--- config.mk ---
export PLATFORM = sky130hd
export DESIGN_NAME = encode
export DESIGN_NICKNAME = d
export VERILOG_FILES = /design/src/rtl/encode_pkg.sv /design/src/rtl/encode_skid.sv /design/src/rtl/encode.sv
export SDC_FILE = /design/constraint.sdc
export NUM_CORES = 1
export LEC_CHECK = 0
export CAP_MARGIN = 15
export CORE_MARGIN = 2
export CORE_UTILIZATION = 50
export DETAILED_ROUTE_END_ITERATION = 16
export PLACE_DENSITY = 0.93
export RECOVER_POWER = 100
export SYNTH_ARGS = -nofsm -noshare
export SYNTH_HDL_FRONTEND = slang
export SYNTH_SLANG_ARGS = --single-unit
--- constraint.sdc ---
create_clock -name clk -period 3.4 [get_ports clk]
set_clock_uncertainty 0.1 [all_clocks]
set_input_delay 0.68 -clock clk [delete_from_list [all_inputs] [get_ports clk]]
set_output_delay 0.68 -clock clk [all_outputs]
set_load 0.005 [all_outputs]
--- src/rtl/encode_pkg.sv ---
// Shared RV32I encoding definitions: instruction format classes, base opcodes,
// and the opcode classifier used by both the encoder and the decoder.
package encode_pkg;

    // Instruction format class; ERROR marks an opcode with no RV32I format.
    typedef enum logic [2:0] {
        ERROR = 3'd0,
        R     = 3'd1,
        I     = 3'd2,
        S     = 3'd3,
        B     = 3'd4,
        U     = 3'd5,
        J     = 3'd6
    } inst_type_e;

    // RV32I base opcodes (instruction bits [6:0]).
    localparam logic [6:0] OPC_OP     = 7'b0110011;
    localparam logic [6:0] OPC_OP_IMM = 7'b0010011;
    localparam logic [6:0] OPC_LOAD   = 7'b0000011;
    localparam logic [6:0] OPC_JALR   = 7'b1100111;
    localparam logic [6:0] OPC_SYSTEM = 7'b1110011;
    localparam logic [6:0] OPC_STORE  = 7'b0100011;
    localparam logic [6:0] OPC_BRANCH = 7'b1100011;
    localparam logic [6:0] OPC_JAL    = 7'b1101111;
    localparam logic [6:0] OPC_LUI    = 7'b0110111;
    localparam logic [6:0] OPC_AUIPC  = 7'b0010111;

    // Buffered payload is {error flag, 32-bit instruction word}.
    localparam int PAYLOAD_W = 33;

    // Map an opcode onto its format class; unknown opcodes yield ERROR.
    function automatic inst_type_e classify_opcode(input logic [6:0] opcode);
        inst_type_e t;
        case (opcode)
            OPC_OP:     t = R;
            OPC_OP_IMM,
            OPC_LOAD,
            OPC_JALR,
            OPC_SYSTEM: t = I;
            OPC_STORE:  t = S;
            OPC_BRANCH: t = B;
            OPC_JAL:    t = J;
            OPC_LUI,
            OPC_AUIPC:  t = U;
            default:    t = ERROR;
        endcase
        return t;
    endfunction

endpackage

--- src/rtl/encode_skid.sv ---
// Two-entry skid buffer between the combinational encoder and the output port.
// Ready is derived only from stored occupancy, so downstream ready never
// reaches upstream ready combinationally.
module encode_skid
    import encode_pkg::*;
#(
    parameter int W = PAYLOAD_W
) (
    input  logic         clk,
    input  logic         rst,
    input  logic         clk_en,
    input  logic         push_valid_i,
    input  logic [W-1:0] push_data_i,
    output logic         push_ready_o,
    output logic         pop_valid_o,
    input  logic         pop_ready_i,
    output logic [W-1:0] pop_data_o
);

    logic [1:0]        count_q, count_d;
    logic              wr_ptr_q, wr_ptr_d;
    logic              rd_ptr_q, rd_ptr_d;
    logic              full_q, full_d;
    logic              empty_q, empty_d;
    logic              push;
    logic              pop;
    logic [1:0][W-1:0] entries;

    // Handshake qualification; clk_en low blocks both sides so state freezes.
    always_comb begin
        push = clk_en & push_valid_i & ~full_q;
        pop  = clk_en & ~empty_q & pop_ready_i;
    end

    // Port-facing flags; ready is also forced low while reset is held.
    assign push_ready_o = clk_en & ~rst & ~full_q;
    assign pop_valid_o  = clk_en & ~empty_q;
    assign pop_data_o   = entries[rd_ptr_q];

    // Next-state for pointers and occupancy; push+pop leaves count unchanged.
    always_comb begin
        wr_ptr_d = wr_ptr_q ^ push;
        rd_ptr_d = rd_ptr_q ^ pop;
        count_d  = count_q;
        case ({push, pop})
            2'b10:   count_d = count_q + 2'd1;
            2'b01:   count_d = count_q - 2'd1;
            default: count_d = count_q;
        endcase
        full_d  = (count_d == 2'd2);
        empty_d = (count_d == 2'd0);
    end

    // Pointer and occupancy registers.
    always_ff @(posedge clk or posedge rst) begin
        if (rst) begin
            count_q  <= 2'd0;
            wr_ptr_q <= 1'b0;
            rd_ptr_q <= 1'b0;
            full_q   <= 1'b0;
            empty_q  <= 1'b1;
        end else begin
            count_q  <= count_d;
            wr_ptr_q <= wr_ptr_d;
            rd_ptr_q <= rd_ptr_d;
            full_q   <= full_d;
            empty_q  <= empty_d;
        end
    end

    // One storage register per slot; cleared on reset so outputs read zero.
    for (genvar gi = 0; gi < 2; gi++) begin : g_entry
        logic [W-1:0] entry_q;

        // Capture the pushed payload into the slot addressed by the write pointer.
        always_ff @(posedge clk or posedge rst) begin
            if (rst) begin
                entry_q <= '0;
            end else if (push && (wr_ptr_q == 1'(gi))) begin
                entry_q <= push_data_i;
            end
        end

        assign entries[gi] = entry_q;
    end

endmodule

--- src/rtl/encode.sv ---
// RV32I instruction encoder: classifies the opcode, assembles the word from
// the field bundle, flags unencodable immediates, and buffers the result.
module encode
    import encode_pkg::*;
#(
    parameter int ERR_CNT_W = 8
) (
    input  logic                 clk,
    input  logic                 rst,
    input  logic                 clk_en,
    input  logic                 i_valid,
    output logic                 o_ready,
    input  logic [6:0]           i_opcode,
    input  logic [2:0]           i_funct3,
    input  logic [6:0]           i_funct7,
    input  logic [4:0]           i_rs1,
    input  logic [4:0]           i_rs2,
    input  logic [4:0]           i_rd,
    input  logic [31:0]          i_imm,
    output logic                 o_valid,
    input  logic                 i_ready,
    output logic [31:0]          o_instruction,
    output logic                 o_error,
    output logic [ERR_CNT_W-1:0] o_err_count
);

    inst_type_e             inst_type;
    logic [31:0]            word_asm;
    logic                   imm_ok;
    logic                   enc_error;
    logic                   fits_i;
    logic                   fits_b;
    logic                   fits_j;
    logic                   low_zero_u;
    logic [PAYLOAD_W-1:0]   payload;
    logic [PAYLOAD_W-1:0]   head_data;
    logic                   head_valid;
    logic                   pop_fire;
    logic [ERR_CNT_W-1:0]   err_cnt_q, err_cnt_d;

    // Immediate range checks: the bits above the encoded field must be a
    // pure sign extension, and branch/jump offsets must be halfword aligned.
    always_comb begin
        fits_i     = (&i_imm[31:11]) | ~(|i_imm[31:11]);
        fits_b     = ((&i_imm[31:12]) | ~(|i_imm[31:12])) & ~i_imm[0];
        fits_j     = ((&i_imm[31:20]) | ~(|i_imm[31:20])) & ~i_imm[0];
        low_zero_u = ~(|i_imm[11:0]);
    end

    // Classify and assemble; an error bundle becomes an all-zero word.
    always_comb begin
        inst_type = classify_opcode(i_opcode);
        word_asm  = 32'h0000_0000;
        imm_ok    = 1'b1;
        case (inst_type)
            R: begin
                word_asm = {i_funct7, i_rs2, i_rs1, i_funct3, i_rd, i_opcode};
            end
            I: begin
                word_asm = {i_imm[11:0], i_rs1, i_funct3, i_rd, i_opcode};
                imm_ok   = fits_i;
            end
            S: begin
                word_asm = {i_imm[11:5], i_rs2, i_rs1, i_funct3, i_imm[4:0], i_opcode};
                imm_ok   = fits_i;
            end
            B: begin
                word_asm = {i_imm[12], i_imm[10:5], i_rs2, i_rs1, i_funct3,
                            i_imm[4:1], i_imm[11], i_opcode};
                imm_ok   = fits_b;
            end
            U: begin
                word_asm = {i_imm[31:12], i_rd, i_opcode};
                imm_ok   = low_zero_u;
            end
            J: begin
                word_asm = {i_imm[20], i_imm[10:1], i_imm[11], i_imm[19:12],
                            i_rd, i_opcode};
                imm_ok   = fits_j;
            end
            default: begin
                imm_ok   = 1'b0;
            end
        endcase
        enc_error = ~imm_ok;
        payload   = {enc_error, (enc_error ? 32'h0000_0000 : word_asm)};
    end

    encode_skid #(
        .W (PAYLOAD_W)
    ) u_skid (
        .clk          (clk),
        .rst          (rst),
        .clk_en       (clk_en),
        .push_valid_i (i_valid),
        .push_data_i  (payload),
        .push_ready_o (o_ready),
        .pop_valid_o  (head_valid),
        .pop_ready_i  (i_ready),
        .pop_data_o   (head_data)
    );

    assign o_valid       = head_valid;
    assign o_instruction = head_data[31:0];
    assign o_error       = head_data[32];
    assign pop_fire      = head_valid & i_ready;
    assign o_err_count   = err_cnt_q;

    // Saturating count of error words actually handed downstream.
    always_comb begin
        err_cnt_d = err_cnt_q;
        if (pop_fire && head_data[32] && !(&err_cnt_q)) begin
            err_cnt_d = err_cnt_q + 1'b1;
        end
    end

    // Error counter register.
    always_ff @(posedge clk or posedge rst) begin
        if (rst) begin
            err_cnt_q <= '0;
        end else begin
            err_cnt_q <= err_cnt_d;
        end
    end

endmodule

==> results of run 1 <==
power by group through the flow:
stage                     clock network, uW  logic (uW)  registers, uW
after floorplan                           0        1070           1520
after global placement                    0        1840           1580
after detailed placement                  0        1890           1620
after CTS                               816        1920           1600
after global routing                    852        1950           1650
final                                   808        1780           1610
worst max-delay path by stage:
| stage | end | slack, ps | cells after the start |
|---|---|---|---|
| after floorplan | o_err_count[0] | 570 | 1 |
| after global placement | u_skid.g_entry[1].entry_q[29] | 290 | 9 |
| after detailed placement | u_skid.g_entry[1].entry_q[18] | 150 | 5 |
| after CTS | o_instruction[7] | 410 | 3 |
| after global routing | o_instruction[5] | 210 | 3 |
| final | u_skid.g_entry[0].entry_q[9] | 270 | 8 |
layout make-up:
type,instances,share of cell area
Clock buffer,9,0.02139
Inverter,12,0.007777
Multi-Input combinational cell,309,0.3653
Clock inverter,7,0.01793
Timing Repair Buffer,129,0.2184
Sequential cell,80,0.3459
Tap cell,108,0.02333
registers in the layout, summed over array words and instances, names as in the netlist:
register / flops
u_skid.g_entry.entry_q: 66
o_err_count: 8
u_skid.wr_ptr_q: 1
u_skid.count_q: 2
u_skid.full_q: 1
u_skid.empty_q: 1
u_skid.rd_ptr_q: 1
through the flow:
step	area [um^2]	utilization	hold WS, ps	power (uW)	cells
global placement	5609	0.6495	360.2	3416	638
detailed placement	5609	0.6495	369.4	3507	638
finish	5792	0.6707	384.3	4197	654
global route	5792	0.6707	415.0	4460	654
CTS	5837	0.6759	388.9	4336	654
floorplan	4424	-	345.7	2586	431
worst max-delay path, cell delays in order:
cell and delay, ps:
dlygate4sd3_1 680, or3_1 350, a21o_1 190, a21oi_1 360, o221ai_1 190, nor2_1 460
buf_4 300, a211oi_1 70
cell usage after synthesis, drive strengths merged, types with 6 or more instances:
library cell  instances
a211oi               55
a222oi               11
a22oi                15
buf                  12
clkbuf               15
dfrtp                79
inv                  12
mux2                 35
nand2                11
nand3                 8
nand4                 7
nor2                 86
nor3                 10
nor4                  6
xnor2                 7
metal layers:
metal / share of wire / wire [um]
met1: 0.39 / 5093
met3: 0.085 / 1104
met4: 0.034 / 438
met2: 0.49 / 6327
met5: 0 / 0
kinds of logic after synthesis:
group | count (synthesis) | synth area share
AOI/OAI and AO/OA | 107 | 0.1898
xor gates and xnor gates | 12 | 0.02376
adders and majority gates | 4 | 0.01131
buffers and inverters | 42 | 0.06420
DFF | 80 | 0.4528
muxes | 40 | 0.1004
and+or+nand+nor | 146 | 0.1578
==> results.json, run 1 <==
{
  "ys_ff_latch": 80,
  "syn_nets": 504,
  "required_ps": 3540,
  "p_leak_uw": 0.002387,
  "end_kind": "flip-flop",
  "r2r_setup_slack_ps": 850,
  "cts_root_buf": "clkbuf_8",
  "fin_crit_sh": 0.9202,
  "async_reset_ff_frac": 1.000,
  "status": "finished with violations",
  "max_freq_mhz": 319.6,
  "slew_headroom": -0.2743,
  "gp_congestion": 0.9788,
  "r2r-start": "u_skid.rd_ptr_q",
  "core_area_um2": 8636,
  "swShare": 0.3388,
  "min_from": "u_skid.g_entry[0].entry_q[32]",
  "insertion_delay_ps": 370,
  "regArea_um2": 2003,
  "tightest_slew_ps": 1911,
  "drive_above_1_share": 0.1410,
  "worst_slack_ps": 271.2,
  "post_drt_wl_per_cell_um": 19.82,
  "holdPathStages": 1,
  "ctsHtreeMaxLevel": 3,
  "numCtsBuffers": 9,
  "vias": 4092,
  "area_growth_pct": 30.91,
  "grt_max_degree": 81,
  "first_pass_iters": 7,
  "dieArea_um2": 9617,
  "synth_area_leaders": "dfrtp_1, a211oi_1, mux2_2",
  "synth_cell_type_count": 54,
  "path_clk_slew_ps": 90,
  "reg2reg_depth": 7,
  "grt_util_met3": 0.06084,
  "hold_end": "u_skid.g_entry[0].entry_q[32]",
  "hold_viol_final": 0,
  "crit_start": "i_opcode[6]",
  "die_h_um": 98.07,
  "crit_fanout": 11,
  "dieWidth_um": 98.07,
  "globalRouteMet2Util": 0.4341,
  "pwr_density_cell_nw_per_um2": 724.7,
  "totalWireLength_mm": 12.97,
  "detail-route-antenna-nets": 0,
  "rows": 34,
  "post_cts_resized": 0,
  "fill_cells": 644,
  "start_util": 0.5123,
  "grt_pass1_vias": 4097,
  "p_clk_frac": 0.193,
  "grt_overflow": 0,
  "grt_pass1_wl_mm": 21.07,
  "pwr-share-comb": 0.425,
  "grt_busiest_layer": "met2",
  "yosys_warnings": 0,
  "arrival_ps": 3270,
  "synthFlopType": "dfrtp_1",
  "multi_input_area_um2": 2116,
  "dp_hpwl_mm": 9.223,
  "synth_edf_count": 0,
  "io_pins": 112,
  "port_buffers": 111,
  "setup_viol": 0,
  "postCtsSetupRepairBufs": 0,
  "final.min_clock_period_ps": 3129,
  "ys_seq_area_frac": 0.4528,
  "diodes": 0,
  "max-vdd-ir-drop_v": 0.0003981,
  "holdBufCountCts": 0,
  "synth.top_cell.area_share": 0.4468,
  "violations": "max-capacitance violations, max-slew violations",
  "maxSlewViolCount": 81,
  "drt_iter0_markers": 408,
  "met1_usage": 0.3647,
  "syn_area_per_cell_um2": 10.27,
  "grtUsageTotal": 0.2764,
  "finalNetCount": 614,
  "antenna_found_initial": 0,
  "tritoncts": "built",
  "cp-start-kind": "input port",
  "power.switching_uw": 1422,
  "cts.sinks": 80,
  "drv_cap": 1,
  "yosys.area.top_type": "dfrtp_1",
  "intPower_uw": 2775,
  "place_ws_ps": 154.0,
  "tns_ps": 0,
  "layout_common_cells": "nor2_1, dfrtp_1, clkdlybuf4s50_1, a211oi_1, dlygate4sd3_1",
  "syn-instance-count": 431,
  "drc": 0,
  "path_class": "in -> reg",
  "rr_endpoint": "o_err_count[7]",
  "via_per_inst": 6.257,
  "seqPwrFrac": 0.383,
  "final_common_cell": "nor2_1",
  "syn_area_um2": 4424,
  "clk_path_buf_depth": 2,
  "rsz0062_at_grt": "false",
  "worstHoldPathType": "reg -> reg"
}
No activity file was read; power rests on OpenSTA's default activity.
==> run 2, diff against run 1 <==
CORE_UTILIZATION = 51   (was 50)
GPL_ROUTABILITY_DRIVEN = 0   (was unset)
PLACE_DENSITY = 0.95   (was 0.93)
clock period = 3.9 ns   (was 3.4 ns; I/O delays follow)
==> results.json, run 2 (synthesis gave the netlist of run 1 again) <==
{
  "start_util": 0.5331,
  "fill_cells": 554,
  "drc": 0,
  "cp_num_buf_inv": 2,
  "tightest_slew_ps": 1585,
  "regArea_um2": 2003,
  "grt_pass1_vias": 4198,
  "postCtsSetupRepairBufs": 0,
  "worstHoldPathType": "reg -> reg",
  "crit_family": "buffers and inverters",
  "core_area_um2": 8299,
  "r2r_setup_slack_ps": 1190,
  "place_ws_ps": 504.6,
  "rows": 33,
  "drv_cap": 1,
  "maxSlewViolCount": 44,
  "utilization": 0.6887,
  "grt_max_degree": 60,
  "insertion_delay_ps": 370,
  "detail-route-antenna-nets": 0,
  "max_freq_mhz": 290.8,
  "via_per_inst": 6.515,
  "worst_slack_ps": 460.9,
  "arrival_ps": 3580,
  "antenna_found_initial": 0,
  "tns_ps": 0,
  "post_drt_wl_per_cell_um": 20.24,
  "clk_path_buf_depth": 2,
  "drive_above_1_share": 0.1296,
  "hold_viol_final": 0,
  "dieArea_um2": 9436,
  "final.min_clock_period_ps": 3439,
  "vias": 4202,
  "slew_headroom": -0.05750,
  "grt_pass1_wl_mm": 21.53,
  "first_pass_iters": 6,
  "finalNetCount": 608,
  "largest_reg_flops": 66,
  "final_common_cell": "nor2_1",
  "slowest_delay_ps": 750,
  "largest_register": "u_skid.g_entry.entry_q",
  "required_ps": 4050,
  "layout_common_cells": "nor2_1, dfrtp_1, clkdlybuf4s50_1, a211oi_1, dlygate4sd3_1",
  "pwr-share-comb": 0.438,
  "dieWidth_um": 97.14,
  "slowest_stage": "dlygate4sd3_1",
  "end_kind": "flip-flop",
  "seqPwrFrac": 0.381,
  "totalWireLength_mm": 13.06,
  "drt_iter0_markers": 518,
  "cp_cell_sequence": "dlygate4sd3_1 > nand3_1 > nor4_1 > a21oi_1 > o32ai_4 > nor2_1 > clkbuf_2 > a211oi_1",
  "status": "finished with violations",
  "crit_fanout": 18,
  "holdBufCountCts": 0,
  "p_clk_frac": 0.181,
  "cp-start-kind": "input port",
  "multi_input_area_um2": 2140,
  "grtUsageTotal": 0.2837,
  "violations": "max-capacitance violations, max-slew violations",
  "area_growth_pct": 29.19,
  "numCtsBuffers": 9,
  "dp_hpwl_mm": 8.960,
  "setup_viol": 0,
  "fin_crit_sh": 0.8818,
  "tritoncts": "built",
  "max-vdd-ir-drop_v": 0.0002753,
  "holdWs_ps": 396.3,
  "die_h_um": 97.14,
  "rsz0062_at_grt": "false",
  "p_leak_uw": 0.002343,
  "intPower_uw": 2347,
  "io_pins": 112,
  "diodes": 0,
  "cts_root_buf": "clkbuf_8",
  "path_clk_slew_ps": 90,
  "post_cts_resized": 0,
  "path_class": "in -> reg",
  "power.switching_uw": 1280,
  "grt_overflow": 0,
  "swShare": 0.3530,
  "ctsHtreeMaxLevel": 3,
  "port_buffers": 111,
  "cts.sinks": 80,
  "pwr_density_cell_nw_per_um2": 634.6
}
## run 2: cell count changes in the layout (fill, tap and decap cells not counted), moves of 2 or more
cell / before / now
clkdlybuf4s50_1: 68 / 71
buf_12: 2 / 0
buf_4: 14 / 7
mux2_1: 4 / 6
dlygate4sd3_1: 43 / 40
mux2_2: 31 / 29
clkbuf_2: 1 / 3
## run 2: per-layer routing
metal,vias to the layer above,GRT usage,routed length [um]
met4,0,0.1333,638
met5,-,0,0
met1,1941,0.3570,4887
li1,1823,-,-
met3,84,0.08777,1482
met2,354,0.4476,6047
## run 2: final timing paths
path | cells after the start | to | from
max | 8 | u_skid.g_entry[1].entry_q[5] | i_opcode[5]
min | 1 | u_skid.g_entry[0].entry_q[32] | u_skid.g_entry[0].entry_q[32]
max reg2reg | 7 | o_err_count[7] | u_skid.rd_ptr_q
min reg2reg | 1 | u_skid.g_entry[0].entry_q[32] | u_skid.g_entry[0].entry_q[32]
max in group asynchronous | 3 | u_skid.g_entry[0].entry_q[17] | rst
min in group asynchronous | 2 | u_skid.full_q | rst
## run 2: worst register-to-register path: cells and delay by family, from the launching register on
kind | cells | cell delay, ps
AO/OA/AOI/OAI | 1 | 430
XOR/XNOR | 1 | 180
buffers and inverters | 1 | 720
flip-flops | 1 | 330
multiplexers | 1 | 300
AND/OR/NAND/NOR | 3 | 570
## run 2: power groups by stage
stage,combinational [uW],sequential [uW],clock (uW)
6_report,1590,1380,656
3_5_place_dp,1650,1380,0
4_1_cts,1680,1380,658
3_3_place_gp,1610,1350,0
2_1_floorplan,929,1330,0
5_1_grt,1730,1420,693
## run 2: cell type report
class / count / share of cell area
Tap cell: 105 / 0.02299
Sequential cell: 80 / 0.3505
Clock inverter: 7 / 0.01511
Clock buffer: 9 / 0.02167
Timing Repair Buffer: 123 / 0.2075
Inverter: 12 / 0.007881
Multi-Input combinational cell: 309 / 0.3743
## run 2: metrics by stage
stage                     instances  total power (uW)  cell area [um^2]
after floorplan                 431              2254              4424
after global placement          629              2959              5535
after detailed placement        629              3031              5535
after CTS                       645              3717              5746
after global routing            645              3844              5715
final                           645              3627              5715
==> run 3, diff against run 2 <==
CAP_MARGIN = 20   (was 15)
GPL_ROUTABILITY_DRIVEN = 1   (was 0)
clock period = 4.3 ns   (was 3.9 ns; I/O delays follow)
==> results.json, run 3 (synthesis gave the netlist of run 1 again) <==
{
  "cp-start-kind": "input port",
  "globalRouteMet2Util": 0.4679,
  "worstHoldPathType": "reg -> reg",
  "path_class": "in -> reg",
  "place_ws_ps": 694.0,
  "rsz0062_at_grt": "false",
  "post_cts_resized": 0,
  "die_h_um": 97.14,
  "diodes": 0,
  "drc": 0,
  "setup_viol": 0,
  "status": "finished with violations",
  "path_clk_slew_ps": 90,
  "layout_common_cells": "nor2_1, dfrtp_1, clkdlybuf4s50_1, a211oi_1, dlygate4sd3_1",
  "grt_util_met3": 0.07050,
  "violations": "max-capacitance violations, max-slew violations",
  "fill_cells": 606,
  "final.min_clock_period_ps": 3783,
  "met1_usage": 0.3341,
  "end_kind": "flip-flop",
  "holdBufCountCts": 0,
  "antenna_found_initial": 0,
  "grtUsageTotal": 0.2730,
  "ctsHtreeMaxLevel": 3,
  "detail-route-antenna-nets": 0,
  "gp_congestion": 1.020,
  "p_leak_uw": 0.002320,
  "pwr_density_cell_nw_per_um2": 572.8,
  "tightest_slew_ps": 1952,
  "first_pass_iters": 8,
  "reg2reg_depth": 7,
  "drt_iter0_markers": 430,
  "dp_hpwl_mm": 9.154,
  "io_pins": 112,
  "hold_viol_final": 0,
  "tritoncts": "built",
  "start_util": 0.5331,
  "max-vdd-ir-drop_v": 0.0002424,
  "area_growth_pct": 28.82,
  "insertion_delay_ps": 350,
  "grt_pass1_vias": 4149,
  "largest_register": "u_skid.g_entry.entry_q",
  "slew_headroom": -0.3016,
  "max_freq_mhz": 264.3,
  "required_ps": 4400,
  "dieWidth_um": 97.14,
  "grt_busiest_layer": "met2",
  "worst_slack_ps": 516.7,
  "finalNetCount": 607,
  "maxSlewViolCount": 81,
  "cts.sinks": 80,
  "postCtsSetupRepairBufs": 0,
  "tns_ps": 0,
  "grt_pass1_wl_mm": 20.80,
  "drv_cap": 1,
  "fin_crit_sh": 0.8798,
  "dieArea_um2": 9436,
  "port_buffers": 111,
  "clk_path_buf_depth": 2,
  "numCtsBuffers": 9,
  "grt_overflow": 0,
  "drive_above_1_share": 0.1224,
  "rows": 33,
  "largest_reg_flops": 66,
  "via_per_inst": 6.388,
  "holdPathStages": 1,
  "cts_root_buf": "clkbuf_8",
  "arrival_ps": 3880,
  "crit_fanout": 13,
  "final_common_cell": "nor2_1",
  "totalWireLength_mm": 12.98,
  "grt_max_degree": 81,
  "core_area_um2": 8299,
  "vias": 4114,
  "post_drt_wl_per_cell_um": 20.15
}
[run 3: where the power goes]
part	total, uW	leakage, uW	internal [uW]	switching [uW]
sequential	1260	0.00101	1070	189
combinational	1420	0.00122	775	645
clock	586	0.0000948	300	286
[run 3: worst max-delay path: stages]
cell and delay (ps):
dlygate4sd3_1 730, or3_1 420, a21o_1 180, a21oi_1 230, o221ai_1 190, nor2_1 650, clkbuf_1 460, a211oi_1 150
[run 3: stage by stage]
step                cell area, um^2  power, uW  std cells  hold WS [ps]  utilization
CTS                            5723       3349        644         378.9       0.6896
finish                         5699       3265        644         380.5       0.6867
global route                   5699       3437        644         390.7       0.6867
detailed placement             5515       2759        628         361.2       0.6646
global placement               5515       2675        628         361.6       0.6646
floorplan                      4424       2044        431         345.7            -
[run 3: per-layer routing]
metal	wire, um	vias to the layer above
met5	0	-
met4	367	0
met3	1208	43
met2	6494	272
met1	4905	1987
li1	-	1812
[run 3: worst paths after layout]
kind,slack (ps),to,startpoint
max in group asynchronous,1390,u_skid.g_entry[0].entry_q[14],rst
setup reg to reg,1490,u_skid.g_entry[1].entry_q[19],u_skid.full_q
hold reg to reg,380,u_skid.count_q[1],u_skid.count_q[1]
hold / removal,380,u_skid.count_q[1],u_skid.count_q[1]
min in group asynchronous,1560,u_skid.g_entry[0].entry_q[30],rst
setup / recovery,520,u_skid.g_entry[0].entry_q[2],i_opcode[2]
[run 3: layout make-up]
type	count	area (um^2)	area share
Multi-Input combinational cell	309	2135	0.3745
Sequential cell	80	2003	0.3515
Timing Repair Buffer	122	1177	0.2066
Clock buffer	12	155.1	0.02722
Tap cell	105	131.4	0.02305
Clock inverter	4	52.55	0.009221
Inverter	12	45.04	0.007903
